<file path="config.mk">
export PLATFORM = sky130hd
export DESIGN_NAME = reg_select_decoder_p_flat
export DESIGN_NICKNAME = d
export VERILOG_FILES = /design/src/rtl/reg_select_decoder_p_pkg.sv /design/src/rtl/reg_select_decoder_p_if.sv /design/src/rtl/reg_select_decoder_p_onehot_decoder.sv /design/src/rtl/reg_select_decoder_p.sv /design/src/flat_wrapper.sv
export SDC_FILE = /design/constraint.sdc
export NUM_CORES = 1
export LEC_CHECK = 0
export BUFFER_PORTS_ARGS = -buffer_cell sky130_fd_sc_hd__buf_2
export CORE_MARGIN = 2
export CORE_UTILIZATION = 30
export DETAILED_ROUTE_END_ITERATION = 10
export PLACE_DENSITY = 0.56
export SLEW_MARGIN = 20
export SYNTH_ARGS = -nofsm -noshare
export SYNTH_HDL_FRONTEND = slang
export SYNTH_SLANG_ARGS = --single-unit
</file>
<file path="constraint.sdc">
create_clock -name clock -period 1.5 [get_ports clock]
set_clock_uncertainty 0.05 [all_clocks]
set_input_delay 0.075 -clock clock [delete_from_list [all_inputs] [get_ports clock]]
set_output_delay 0.075 -clock clock [all_outputs]
set_load 0.02 [all_outputs]
</file>
<file path="src/rtl/reg_select_decoder_p_pkg.sv">
`default_nettype none
// ============================================================================
//  Module      : reg_select_decoder_p_pkg
//  Description : Shared constants for the register-select/decode unit:
//                default geometry, opcode encodings and field-offset helpers.
//  Revision    : 1.0 - initial release
// ============================================================================
package reg_select_decoder_p_pkg;

  // Default geometry of the instruction word and register file
  localparam int c_DATA_W_DEF     = 32;
  localparam int c_OPC_W_DEF      = 5;
  localparam int c_REG_ADDR_W_DEF = 4;
  localparam int c_NUM_REGS_DEF   = 16;
  localparam int c_IMM_W_DEF      = 19;

  // Register fields are packed Ra, Rb, Rc from just below the opcode downwards
  localparam int c_FIELD_RA = 0;
  localparam int c_FIELD_RB = 1;
  localparam int c_FIELD_RC = 2;

  // Opcode encodings of the datapath instruction set
  typedef enum logic [4:0] {
    OPC_LD   = 5'd0,
    OPC_LDR  = 5'd1,
    OPC_ST   = 5'd2,
    OPC_STR  = 5'd3,
    OPC_LA   = 5'd4,
    OPC_LAR  = 5'd5,
    OPC_ADD  = 5'd12,
    OPC_SUB  = 5'd14,
    OPC_NOP  = 5'd31
  } opcode_e;

  // MSB position of register field idx (0=Ra, 1=Rb, 2=Rc) within the IR
  function automatic int field_msb(input int data_w, input int opc_w,
                                   input int reg_addr_w, input int idx);
    return data_w - opc_w - 1 - idx * reg_addr_w;
  endfunction

endpackage
`default_nettype wire

</file>
<file path="src/rtl/reg_select_decoder_p_if.sv">
`default_nettype none
// ============================================================================
//  Module      : reg_select_decoder_p_if
//  Description : Control/decode bus between the datapath sequencer (master)
//                and the register-select decoder (slave).
//  Revision    : 1.0 - initial release
// ============================================================================
interface reg_select_decoder_p_if
  import reg_select_decoder_p_pkg::*;
#(
  parameter int DATA_W   = c_DATA_W_DEF,
  parameter int OPC_W    = c_OPC_W_DEF,
  parameter int NUM_REGS = c_NUM_REGS_DEF
);
  logic [DATA_W-1:0]   ir_in;
  logic                ir_load;
  logic                gra;
  logic                grb;
  logic                grc;
  logic                rin;
  logic                rout;
  logic                baout;
  logic                conflict_clr;
  logic [OPC_W-1:0]    opcode;
  logic [NUM_REGS-1:0] reg_in_oh;
  logic [NUM_REGS-1:0] reg_out_oh;
  logic                ba_zero;
  logic [DATA_W-1:0]   c_sext;
  logic                sel_conflict;
  logic                addr_err;

  modport master (
    output ir_in, ir_load, gra, grb, grc, rin, rout, baout, conflict_clr,
    input  opcode, reg_in_oh, reg_out_oh, ba_zero, c_sext, sel_conflict, addr_err
  );

  modport slave (
    input  ir_in, ir_load, gra, grb, grc, rin, rout, baout, conflict_clr,
    output opcode, reg_in_oh, reg_out_oh, ba_zero, c_sext, sel_conflict, addr_err
  );
endinterface
`default_nettype wire

</file>
<file path="src/rtl/reg_select_decoder_p_onehot_decoder.sv">
`default_nettype none
// ============================================================================
//  Module      : reg_select_decoder_p_onehot_decoder
//  Description : Enabled binary-to-one-hot decoder for NUM_REGS registers with
//                an out-of-range indication for unimplemented addresses.
//  Revision    : 1.0 - initial release
// ============================================================================
module reg_select_decoder_p_onehot_decoder
  import reg_select_decoder_p_pkg::*;
#(
  parameter int REG_ADDR_W = c_REG_ADDR_W_DEF,
  parameter int NUM_REGS   = c_NUM_REGS_DEF
) (
  input  wire logic [REG_ADDR_W-1:0] i_addr,
  input  wire logic                  i_en,
  output      logic [NUM_REGS-1:0]   o_onehot,
  output      logic                  o_out_of_range
);

  // Unimplemented addresses match no bit, so the output is naturally zero
  for (genvar g = 0; g < NUM_REGS; g++) begin : g_bit
    assign o_onehot[g] = i_en && (i_addr == REG_ADDR_W'(g));
  end

  // Range flag only qualifies when the decoder is actually being used
  if (NUM_REGS < (1 << REG_ADDR_W)) begin : g_partial
    assign o_out_of_range = i_en && ({1'b0, i_addr} >= (REG_ADDR_W + 1)'(NUM_REGS));
  end else begin : g_full
    assign o_out_of_range = 1'b0;
  end

endmodule
`default_nettype wire

</file>
<file path="src/rtl/reg_select_decoder_p.sv">
`default_nettype none
// ============================================================================
//  Module      : reg_select_decoder_p
//  Description : Register-select/decode unit. Keeps an IR shadow, extracts
//                opcode / Ra / Rb / Rc / C, and drives one-hot register-file
//                enables for the Gra/Grb/Grc + Rin/Rout/BAout strobes, with
//                sticky selection-conflict and address-range error flags.
//  Revision    : 1.0 - initial release
// ============================================================================
module reg_select_decoder_p
  import reg_select_decoder_p_pkg::*;
#(
  parameter int DATA_W     = c_DATA_W_DEF,
  parameter int OPC_W      = c_OPC_W_DEF,
  parameter int REG_ADDR_W = c_REG_ADDR_W_DEF,
  parameter int NUM_REGS   = c_NUM_REGS_DEF,
  parameter int IMM_W      = c_IMM_W_DEF,
  parameter int PIPE       = 0
) (
  input  wire logic         clock,
  input  wire logic         clear,
  reg_select_decoder_p_if.slave bus
);

  localparam int c_RA_MSB = field_msb(DATA_W, OPC_W, REG_ADDR_W, c_FIELD_RA);
  localparam int c_RB_MSB = field_msb(DATA_W, OPC_W, REG_ADDR_W, c_FIELD_RB);
  localparam int c_RC_MSB = field_msb(DATA_W, OPC_W, REG_ADDR_W, c_FIELD_RC);

  // Reject geometries the field layout cannot hold
  if ((NUM_REGS > (1 << REG_ADDR_W)) || (OPC_W + 3 * REG_ADDR_W > DATA_W) ||
      (IMM_W >= DATA_W)) begin : g_param_check
    $error("reg_select_decoder_p: illegal NUM_REGS/REG_ADDR_W/OPC_W/IMM_W combination");
  end

  logic [DATA_W-1:0]     r_ir;
  logic [REG_ADDR_W-1:0] w_sel;
  logic                  w_sel_valid;
  logic                  w_multi_sel;
  logic                  w_in_en;
  logic                  w_out_en;
  logic                  w_ba_r0;
  logic [NUM_REGS-1:0]   w_in_oh;
  logic [NUM_REGS-1:0]   w_out_oh;
  logic                  w_in_oor;
  logic                  w_out_oor;
  logic                  r_sel_conflict;
  logic                  r_addr_err;

  // IR shadow: reset beats a simultaneous load; decode this cycle sees the old value
  always_ff @(posedge clock) begin
    if (!clear) begin
      r_ir <= '0;
    end else if (bus.ir_load) begin
      r_ir <= bus.ir_in;
    end
  end

  // Field select with fixed priority Gra > Grb > Grc
  always_comb begin
    w_sel       = '0;
    w_sel_valid = 1'b0;
    if (bus.gra) begin
      w_sel       = r_ir[c_RA_MSB -: REG_ADDR_W];
      w_sel_valid = 1'b1;
    end else if (bus.grb) begin
      w_sel       = r_ir[c_RB_MSB -: REG_ADDR_W];
      w_sel_valid = 1'b1;
    end else if (bus.grc) begin
      w_sel       = r_ir[c_RC_MSB -: REG_ADDR_W];
      w_sel_valid = 1'b1;
    end
  end

  assign w_multi_sel = (bus.gra & bus.grb) | (bus.gra & bus.grc) | (bus.grb & bus.grc);

  // BAout on R0 means "drive zero" instead of enabling R0 onto the bus
  assign w_ba_r0  = bus.baout & w_sel_valid & (w_sel == '0);
  assign w_in_en  = bus.rin & w_sel_valid;
  assign w_out_en = w_sel_valid & (bus.rout | (bus.baout & (w_sel != '0)));

  reg_select_decoder_p_onehot_decoder #(
    .REG_ADDR_W (REG_ADDR_W),
    .NUM_REGS   (NUM_REGS)
  ) u_in_dec (
    .i_addr         (w_sel),
    .i_en           (w_in_en),
    .o_onehot       (w_in_oh),
    .o_out_of_range (w_in_oor)
  );

  reg_select_decoder_p_onehot_decoder #(
    .REG_ADDR_W (REG_ADDR_W),
    .NUM_REGS   (NUM_REGS)
  ) u_out_dec (
    .i_addr         (w_sel),
    .i_en           (w_out_en),
    .o_onehot       (w_out_oh),
    .o_out_of_range (w_out_oor)
  );

  // Sticky error flags: a new error in the same cycle beats the clear request
  always_ff @(posedge clock) begin
    if (!clear) begin
      r_sel_conflict <= 1'b0;
      r_addr_err     <= 1'b0;
    end else begin
      if (w_multi_sel) begin
        r_sel_conflict <= 1'b1;
      end else if (bus.conflict_clr) begin
        r_sel_conflict <= 1'b0;
      end
      if (w_in_oor | w_out_oor) begin
        r_addr_err <= 1'b1;
      end else if (bus.conflict_clr) begin
        r_addr_err <= 1'b0;
      end
    end
  end

  assign bus.sel_conflict = r_sel_conflict;
  assign bus.addr_err     = r_addr_err;
  assign bus.opcode       = r_ir[DATA_W-1 -: OPC_W];
  assign bus.c_sext       = {{(DATA_W - IMM_W){r_ir[IMM_W-1]}}, r_ir[IMM_W-1:0]};

  if (PIPE != 0) begin : g_pipe
    logic [NUM_REGS-1:0] r_in_oh;
    logic [NUM_REGS-1:0] r_out_oh;
    logic                r_ba_zero;

    // Registered enables: follow the strobes one cycle later, no hold
    always_ff @(posedge clock) begin
      if (!clear) begin
        r_in_oh   <= '0;
        r_out_oh  <= '0;
        r_ba_zero <= 1'b0;
      end else begin
        r_in_oh   <= w_in_oh;
        r_out_oh  <= w_out_oh;
        r_ba_zero <= w_ba_r0;
      end
    end

    assign bus.reg_in_oh  = r_in_oh;
    assign bus.reg_out_oh = r_out_oh;
    assign bus.ba_zero    = r_ba_zero;
  end else begin : g_comb
    // Held idle while clear is asserted so a reset cycle never strobes a register
    assign bus.reg_in_oh  = clear ? w_in_oh  : '0;
    assign bus.reg_out_oh = clear ? w_out_oh : '0;
    assign bus.ba_zero    = clear & w_ba_r0;
  end

endmodule
`default_nettype wire

</file>
<file path="src/flat_wrapper.sv">
// flat-port wrapper written by rule: the top's interface ports become plain ports
module reg_select_decoder_p_flat import reg_select_decoder_p_pkg::*;
#(
  parameter int DATA_W     = c_DATA_W_DEF,
  parameter int OPC_W      = c_OPC_W_DEF,
  parameter int REG_ADDR_W = c_REG_ADDR_W_DEF,
  parameter int NUM_REGS   = c_NUM_REGS_DEF,
  parameter int IMM_W      = c_IMM_W_DEF,
  parameter int PIPE       = 0
)
  (clock, clear, bus_ir_in, bus_ir_load, bus_gra, bus_grb, bus_grc, bus_rin, bus_rout, bus_baout, bus_conflict_clr, bus_opcode, bus_reg_in_oh, bus_reg_out_oh, bus_ba_zero, bus_c_sext, bus_sel_conflict, bus_addr_err);
  reg_select_decoder_p_if #(.DATA_W(DATA_W), .OPC_W(OPC_W), .NUM_REGS(NUM_REGS)) bus_i ();
  input  wire logic clock;
  input  wire logic clear;
  input wire logic [$bits(bus_i.ir_in)-1:0] bus_ir_in;
  input wire logic [$bits(bus_i.ir_load)-1:0] bus_ir_load;
  input wire logic [$bits(bus_i.gra)-1:0] bus_gra;
  input wire logic [$bits(bus_i.grb)-1:0] bus_grb;
  input wire logic [$bits(bus_i.grc)-1:0] bus_grc;
  input wire logic [$bits(bus_i.rin)-1:0] bus_rin;
  input wire logic [$bits(bus_i.rout)-1:0] bus_rout;
  input wire logic [$bits(bus_i.baout)-1:0] bus_baout;
  input wire logic [$bits(bus_i.conflict_clr)-1:0] bus_conflict_clr;
  output wire logic [$bits(bus_i.opcode)-1:0] bus_opcode;
  output wire logic [$bits(bus_i.reg_in_oh)-1:0] bus_reg_in_oh;
  output wire logic [$bits(bus_i.reg_out_oh)-1:0] bus_reg_out_oh;
  output wire logic [$bits(bus_i.ba_zero)-1:0] bus_ba_zero;
  output wire logic [$bits(bus_i.c_sext)-1:0] bus_c_sext;
  output wire logic [$bits(bus_i.sel_conflict)-1:0] bus_sel_conflict;
  output wire logic [$bits(bus_i.addr_err)-1:0] bus_addr_err;
  assign bus_i.ir_in = bus_ir_in;
  assign bus_i.ir_load = bus_ir_load;
  assign bus_i.gra = bus_gra;
  assign bus_i.grb = bus_grb;
  assign bus_i.grc = bus_grc;
  assign bus_i.rin = bus_rin;
  assign bus_i.rout = bus_rout;
  assign bus_i.baout = bus_baout;
  assign bus_i.conflict_clr = bus_conflict_clr;
  assign bus_opcode = bus_i.opcode;
  assign bus_reg_in_oh = bus_i.reg_in_oh;
  assign bus_reg_out_oh = bus_i.reg_out_oh;
  assign bus_ba_zero = bus_i.ba_zero;
  assign bus_c_sext = bus_i.c_sext;
  assign bus_sel_conflict = bus_i.sel_conflict;
  assign bus_addr_err = bus_i.addr_err;
  reg_select_decoder_p #(.DATA_W(DATA_W), .OPC_W(OPC_W), .REG_ADDR_W(REG_ADDR_W), .NUM_REGS(NUM_REGS), .IMM_W(IMM_W), .PIPE(PIPE)) u_core (.clock(clock), .clear(clear), .bus(bus_i));
endmodule
</file>
Yosys cells after proc, flatten, opt, wreduce, memory -nomap -nowiden

Index checks and enable logic that the tools add are counted.

Register bits: 33
Output and inout port bits: 72
Logic and storage cells: 74
Input bits: 42

Reductions and logical operators: 35
Muxes and demuxes: 10
Bitwise logic cells: 12
Equality and inequality tests: 15

Operator list:

| kind                                                | number |
|---|---|
| equality test 4 bit, second input constant          | 8 |
| logical AND 1 bit                                   | 32 |
| two-way mux 16 bit                                  | 2 |
| equality test 4 x 3 -> 1 bit, second input constant | 4 |
| two-way mux 4 bit                                   | 3 |
| AND 1 bit                                           | 9 |
| equality test 4 x 2 -> 1 bit, second input constant | 2 |
| two-way mux 1 bit                                   | 5 |
| equality test 4 x 1 -> 1 bit, second input constant | 1 |
| logical NOT 4 bit                                   | 1 |
| nonzero test 4 bit                                  | 1 |
| bitwise OR 1 bit                                    | 3 |
| nonzero test 2 bit                                  | 1 |

Longest topological paths before layout

Gate-level depths: netlist of the first run.

Depth after elaboration: 9
Depth in mapped cells: 6

By module

From an unflattened synthesis of the first run, not the netlist that was laid out.

Cells, all modules: 258
Area total of the unflattened synthesis: 2195.9 um2

Modules (own cells, without submodules):

| module                              | cells each | area each (um2) | sequential area each (um2) | times used |
|---|---|---|---|---|
| reg_select_decoder_p                | 208        | 1938.1          | 680.7                      | 1 |
| reg_select_decoder_p_onehot_decoder | 25         | 128.9           | 0.0                        | 2 |

Least setup slack after synthesis of the first run

Ideal clock, no wire load.

Path type: reg2out
Start point: register u_core.r_ir[18]
End point: output bus_reg_in_oh[14]
Slack: -0.049 ns
Stages on the path, launching flop included: 5
Arrival time: 1.424 ns
Cell sequence: dfxtp_1 -> nand3b_1 -> a22oi_1 -> nand3_1 -> nor2_1

Longest elaborated chain between the ends: 6

Ends and longest elaborated chain:

| item                   | RTL line                                  | text |
|---|---|---|
| start, declared        | reg_select_decoder_p.sv:35                | `logic [DATA_W-1:0] r_ir;` |
| start signal, assigned | reg_select_decoder_p.sv:54                | `r_ir <= bus.ir_in;` |
| two-way mux 4 bit      | reg_select_decoder_p.sv:68                | `end else if (bus.grc) begin` |
| two-way mux 4 bit      | reg_select_decoder_p.sv:65                | `end else if (bus.grb) begin` |
| two-way mux 4 bit      | reg_select_decoder_p.sv:62                | `if (bus.gra) begin` |
| equality test 4 bit    | reg_select_decoder_p_onehot_decoder.sv:22 | `assign o_onehot[g] = i_en && (i_addr == REG_ADDR_W'(g));` |
| logical AND 1 bit      | reg_select_decoder_p_onehot_decoder.sv:22 |  |
| two-way mux 16 bit     | reg_select_decoder_p.sv:148               | `assign bus.reg_in_oh = clear ? w_in_oh : '0;` |
| end, declared          | flat_wrapper.sv:25                        | `output wire logic [$bits(bus_i.reg_in_oh)-1:0] bus_reg_in_oh;` |

Every way passes these cells.

Worst setup path in the final report of the first run

Start point: register u_core.r_ir[18]
End point: output bus_reg_out_oh[13]

Longest elaborated chain between the ends: 9
Elaborated cells between the ends (all ways): 10
Classes of those cells: eq/ne: 1; mux: 4; bitwise: 3; reduce/logical: 2

Ends and longest elaborated chain:

| item                   | RTL line                                  | text |
|---|---|---|
| two-way mux 4 bit (*)  | reg_select_decoder_p.sv:68                |  |
| two-way mux 4 bit (*)  | reg_select_decoder_p.sv:65                |  |
| two-way mux 4 bit (*)  | reg_select_decoder_p.sv:62                |  |
| nonzero test 4 bit     | reg_select_decoder_p.sv:79                | `assign w_out_en = w_sel_valid & (bus.rout \| (bus.baout & (w_sel != '0)));` |
| AND 1 bit              | reg_select_decoder_p.sv:79                |  |
| bitwise OR 1 bit       | reg_select_decoder_p.sv:79                |  |
| AND 1 bit              | reg_select_decoder_p.sv:79                |  |
| logical AND 1 bit (*)  | reg_select_decoder_p_onehot_decoder.sv:22 |  |
| two-way mux 16 bit (*) | reg_select_decoder_p.sv:149               | `assign bus.reg_out_oh = clear ? w_out_oh : '0;` |
| end, declared          | flat_wrapper.sv:26                        | `output wire logic [$bits(bus_i.reg_out_oh)-1:0] bus_reg_out_oh;` |

Every way passes the cells marked *; elsewhere a longest branch is shown, timed or not.

==> run_results.csv, run 1 <==
group,metric,value,unit
floorplanning,ios,114,
finish,drive_gt1_share,50.2,%
routing,vias_per_cell,4.43,
logic_synthesis,synth.area.top_cells,"dfxtp_1, mux2i_1, buf_4",
finish,nNetsFinal,346,
logic_synthesis,syn_avg_cell_area,8.77,sq um
place,dpl_cell_area,2280,sq um
outcome,violations,"negative setup slack",
job,drv_cap,0,
routing,num_vias,1685,
routing,routed_wl,4.44,mm
clocking,cts_tree,"done",
place,portBuffers,112,
power,ir_drop,0.395,mV
routing,first_pass_iters,4,
sta,setup-violations-final,33,
place,dp_hpwl,3.17,mm
global_route,grt_usage,12.6,%
logic_synthesis,yosysUniqueCellTypes,24,
floorplanning,num_rows,29,
finish,fillers,641,
routing,wire_per_inst,11.7,um
sta,hold_slack,10.4,ps
logic_synthesis,syn_nets,259,
sta,finalWorstPathRequiredPeriod,1660,ps
clocking,htree_num_levels,2,
floorplanning,initial_core_util,30.5,%
logic_synthesis,yosys.area.top_type_share,34.7,%
global_route,grt_pass1_vias,1584,
clocking,clockBufferDepth,2,
worst_setup_path,critical_path_required,1370,ps
worst_setup_path,critical_path_arrival,1530,ps
logic_synthesis,synth_top_area_cell,"dfxtp_1",
logic_synthesis,async_reset_ff_share,0,%
clocking,cts.sinks,33,
global_route,overflow,0,
finish,syn_to_final_growth,37.7,%
worst_setup_path,crit_fanout,8,
place,gp_congestion,0.704,
hold_path,hold_path.class,"primary input to register",
floorplanning,dieArea,7000,sq um
global_route,grt_max_degree,34,
routing,drc_errors,0,
global_route,antenna_found_initial,0,
sta,setup_slack,-160,ps
finish,diodes,0,
floorplanning,die_x,83.6,um
outcome,status,"finished with violations",
logic_synthesis,synth-edff-count,0,
sta,slew_viol_final,0,
clocking,cts_made_buffers,5,
routing,drt-initial-drc-count,47,
sta,final-hold-violation-count,0,
clocking,clk_pin_slew,70,ps
logic_synthesis,yosysSeqAreaShare,34.7,%
logic_synthesis,syn_inst,217,
finish,stdcell_area,2620,sq um
floorplanning,core-area,6240,sq um
logic_synthesis,syn-cell-area,1900,sq um
worst_setup_path,setup.worst_path.end_class,"output port",
clocking,root_buffer,"clkbuf_8",
worst_setup_path,worstSetupPathType,"register to output port",
sta,rsz0062_at_grt,"true",
global_route,grt_pass1_wl,7.23,mm
sta,max_freq,0.602,GHz
floorplanning,die_h,83.6,um
logic_synthesis,ys.flop_type,"dfxtp_1",
sta,timing.final.crit_share,111,%
place,place_ws,63.8,ps
logic_synthesis,ys_warn_count,0,
clocking,clk_latency,270,ps
power,power_leakage,0.00132,uW
worst_setup_path,critPathLaunchType,"register",
routing,ant_nets,0,
power,powerDensity,798,nW/um^2
logic_synthesis,synth-seq-cells,33,
state kept, by name, summed over array words and instances, names as in the netlist:
name / count
u_core.r_ir: 32
u_core.bus.sel_conflict: 1
critical path: stages (launching register included):
cell and delay, ps:
dfxtp_4 370, nand3b_1 100, a22oi_1 150, buf_4 160, nand3_1 150, nor2_1 150
buf_2 170
through the flow:
step / util [%] / TNS (ps) / total power, uW / instances
after detailed placement: 36.6 / 0 / 1450 / 364
after CTS: 40.2 / -6510 / 2110 / 379
final: 42.0 / -4170 / 2090 / 380
after floorplan: - / -674 / 1360 / 217
after global routing: 42.0 / -7380 / 2230 / 380
after global placement: 36.6 / 0 / 1450 / 364
final timing paths:
path / start / cells after the start / slack [ps] / to
min reg2reg: u_core.r_ir[5]$_SDFFE_PN0P_ / 2 / 460 / u_core.r_ir[5]$_SDFFE_PN0P_
max reg2reg: u_core.r_ir[18]$_SDFFE_PN0P_ / 3 / 650 / u_core.r_ir[18]$_SDFFE_PN0P_
min: bus_ir_in[3] / 3 / 10 / u_core.r_ir[3]$_SDFFE_PN0P_
max: u_core.r_ir[18]$_SDFFE_PN0P_ / 6 / -160 / bus_reg_out_oh[13]
timing repair:
action / in CTS / in global routing
endpoints found under the hold margin: 8 / 0
gates resized for setup: 19 / 33
buffers inserted: 1 / 1
setup endpoints to repair: 33 / 33
hold buffers: 8 / 0
pin swaps: 1 / 6
power by group:
part	internal, uW	switching (uW)
Sequential	930	28.0
Combinational	237	297
Clock	305	295
Total	1470	620
kinds of logic (layout without fill, tap and decap cells):
family	after synthesis	count (layout)	synth area share, %
simple gates	86	86	23.9
buf+inv	51	137	18.1
flops	33	33	34.7
mux	32	32	16.8
compound gates	13	13	5.72
fa+ha+maj	1	1	0.526
other cells	1	1	0.197
area by class of cell:
type	count	area [sq um]	area share (%)
multi-input combinational	133	990	37.8
inverter	3	11.3	0.430
timing repair buffer	128	782	29.8
clock inverter	1	5.00	0.191
sequential	33	667	25.5
tap	77	96.3	3.68
clock buffer	5	68.8	2.63
cell usage after synthesis, types with 3 or more instances:
cell and number:
buf_4 39, dfxtp_1 33, nor2_1 33, nor2b_1 33, mux2i_1 32, nand3_1 10
buf_2 5, clkbuf_1 4, a21oi_1 3, a22o_1 3, a22oi_1 3, inv_1 3
nand3b_1 3
per-layer routing:
layer	GRT usage [%]	routed length, um
met5	0	0
met4	3.96	48
met3	3.26	258
met2	22.0	2220
met1	15.0	1910
cells in the final DEF (no fill, tap or decap), types with 2 or more instances in the layout:
master          n
a21oi_2         2
a22o_1          3
a22oi_2         2
buf_2          92
buf_4          22
buf_6           5
clkbuf_8        5
dfxtp_1        30
dfxtp_2         2
dlygate4sd3_1   8
inv_1           3
mux2i_1        32
nand3_1         5
nand3_2         5
nand3b_1        3
nor2_1         25
nor2_2          8
nor2b_1        33
o21a_1          2
(Power assumes the default switching activity.)
==> inputs of run 2 (changes only) <==
--- a/config.mk
+++ b/config.mk
@@ -9,6 +9,9 @@
 export CORE_MARGIN = 2
 export CORE_UTILIZATION = 30
 export DETAILED_ROUTE_END_ITERATION = 10
+export GPL_ROUTABILITY_DRIVEN = 0
+export HOLD_SLACK_MARGIN = 0.03
+export MAX_ROUTING_LAYER = met4
 export PLACE_DENSITY = 0.56
 export SLEW_MARGIN = 20
 export SYNTH_ARGS = -nofsm -noshare
==> run 2 against run 1 <==
Against the previous run:
- the run still ends with negative setup slack left
- total power is 2.1% higher
- register-to-register slack is essentially flat
- final area is 8.2% higher
- largest cell class is now non-clock buffers
- largest power group unchanged
==> run_results.csv, run 2 (synthesized netlist as in run 1, its figures left out) <==
group,metric,value,unit
clocking,clk_pin_slew,60,ps
sta,slew_viol_final,0,
floorplanning,die_x,83.6,um
worst_setup_path,slowest_stage,"dfxtp_4",
place,place_inst,364,
sta,timing.final.crit_share,110,%
finish,seq_area,666,sq um
sta,final.setup.tns,-4080,ps
finish,layout_common_cells,"buf_2, nor2b_1, mux2i_1, dlygate4sd3_1, dfxtp_1",
floorplanning,initial_core_util,30.5,%
place,dpl_cell_area,2280,sq um
worst_setup_path,setup.worst_path.end_class,"output port",
routing,vias_per_cell,4.39,
sta,max_freq,0.606,GHz
routing,drt-initial-drc-count,50,
global_route,grt_usage,13.5,%
routing,routed_wl,4.61,mm
finish,diodes,0,
floorplanning,core-area,6240,sq um
worst_setup_path,cp.depth,6,
power,power_leakage,0.00142,uW
worst_setup_path,slowest_delay,380,ps
sta,setup-violations-final,33,
clocking,clk_latency,270,ps
routing,first_pass_iters,4,
finish,largest_reg_flops,32,
floorplanning,dieArea,7000,sq um
hold_path,hold_depth,3,
worst_setup_path,path_buf_inv,2,
job,drv_cap,0,
clocking,cts_made_buffers,5,
clocking,cts_tree,"done",
worst_setup_path,critPathLaunchType,"register",
floorplanning,ios,114,
hold_path,hold_path.class,"primary input to register",
global_route,grt_max_degree,34,
worst_setup_path,critical_path_arrival,1530,ps
finish,stdcell_area,2840,sq um
clocking,clockBufferDepth,2,
routing,num_vias,1772,
global_route,grt_pass1_wl,7.62,mm
worst_setup_path,worstSetupPathType,"register to output port",
routing,ant_nets,0,
outcome,violations,"negative setup slack",
finish,drive_gt1_share,45.0,%
clocking,cts.sinks,33,
clocking,htree_num_levels,2,
power,ir_drop,0.400,mV
routing,drc_errors,0,
place,place_ws,63.8,ps
sta,setup_slack,-150,ps
worst_setup_path,critical_path_required,1370,ps
routing,wire_per_inst,11.4,um
floorplanning,die_h,83.6,um
finish,stdcell_count,404,
global_route,grt_pass1_vias,1718,
sta,finalWorstPathRequiredPeriod,1650,ps
global_route,overflow,0,
finish,syn_to_final_growth,49.0,%
sta,final-hold-violation-count,0,
sta,rsz0062_at_grt,"true",
floorplanning,num_rows,29,
worst_setup_path,crit_chain,"nand3b_1 -> a22oi_1 -> buf_4 -> nand3_1 -> nor2_1 -> buf_2",
finish,multi_input_area,982,sq um
finish,mostFrequentLayoutCell,"buf_2",
place,portBuffers,112,
place,dp_hpwl,3.17,mm
global_route,antenna_found_initial,0,
worst_setup_path,worst_path_dominant_cell_family,"simple AND/OR/NAND/NOR gates",
finish,nNetsFinal,370,
finish,largest-register,"u_core.r_ir",
clocking,root_buffer,"clkbuf_8",
worst_setup_path,reg2reg_depth,3,
worst_setup_path,crit_fanout,8,
outcome,status,"finished with violations",
power,powerDensity,753,nW/um^2
finish,fillers,623,
-- run 2: path summary, 6_finish.rpt --
kind	start	end	slack, ps
setup reg to reg	u_core.r_ir[18]$_SDFFE_PN0P_	u_core.r_ir[18]$_SDFFE_PN0P_	650
hold / removal	bus_conflict_clr	u_core.bus.sel_conflict$_SDFFE_PN0P_	60
hold reg to reg	u_core.r_ir[5]$_SDFFE_PN0P_	u_core.r_ir[5]$_SDFFE_PN0P_	460
setup / recovery	u_core.r_ir[18]$_SDFFE_PN0P_	bus_reg_out_oh[13]	-150
-- run 2: per-layer routing --
layer,wire length (um),global-route usage (%)
met5,0,-
met4,46,3.96
met3,231,3.07
met2,2350,23.8
met1,1980,15.3
-- run 2: layout make-up --
type                            count  share of cell area, %
Inverter                            3                  0.397
Sequential cell                    33                   23.5
Clock buffer                        5                   2.43
Timing Repair Buffer              152                   35.5
Multi-Input combinational cell    133                   34.6
Clock inverter                      1                  0.177
Tap cell                           77                   3.40
-- run 2: tightest hold or removal path, cell delays in order --
cell     delay [ps]
buf_2            80
nor2b_1          40
o21a_1          150
-- run 2: per-stage QoR --
stage	hold slack [ps]	total power (uW)	utilization (%)
4_1_cts	41.4	2150	44.0
2_1_floorplan	153	1360	-
3_3_place_gp	281	1450	36.6
5_1_grt	48.9	2270	45.4
6_report	56.2	2140	45.4
3_5_place_dp	291	1450	36.6
-- run 2: timing repair --
action,in CTS,in global routing
endpoints found under the setup margin,33,33
hold buffers,32,0
hold endpoints to repair,32,0
buffers inserted,1,1
resized for setup,19,23
pin swaps,1,5
-- run 2: where the power goes --
group	internal, uW	leakage [uW]	total, uW	switching [uW]
Sequential	930	0.000274	958	28.4
Clock	305	0.0000399	598	293
Combinational	276	0.00111	580	304
Total	1510	0.00142	2140	625
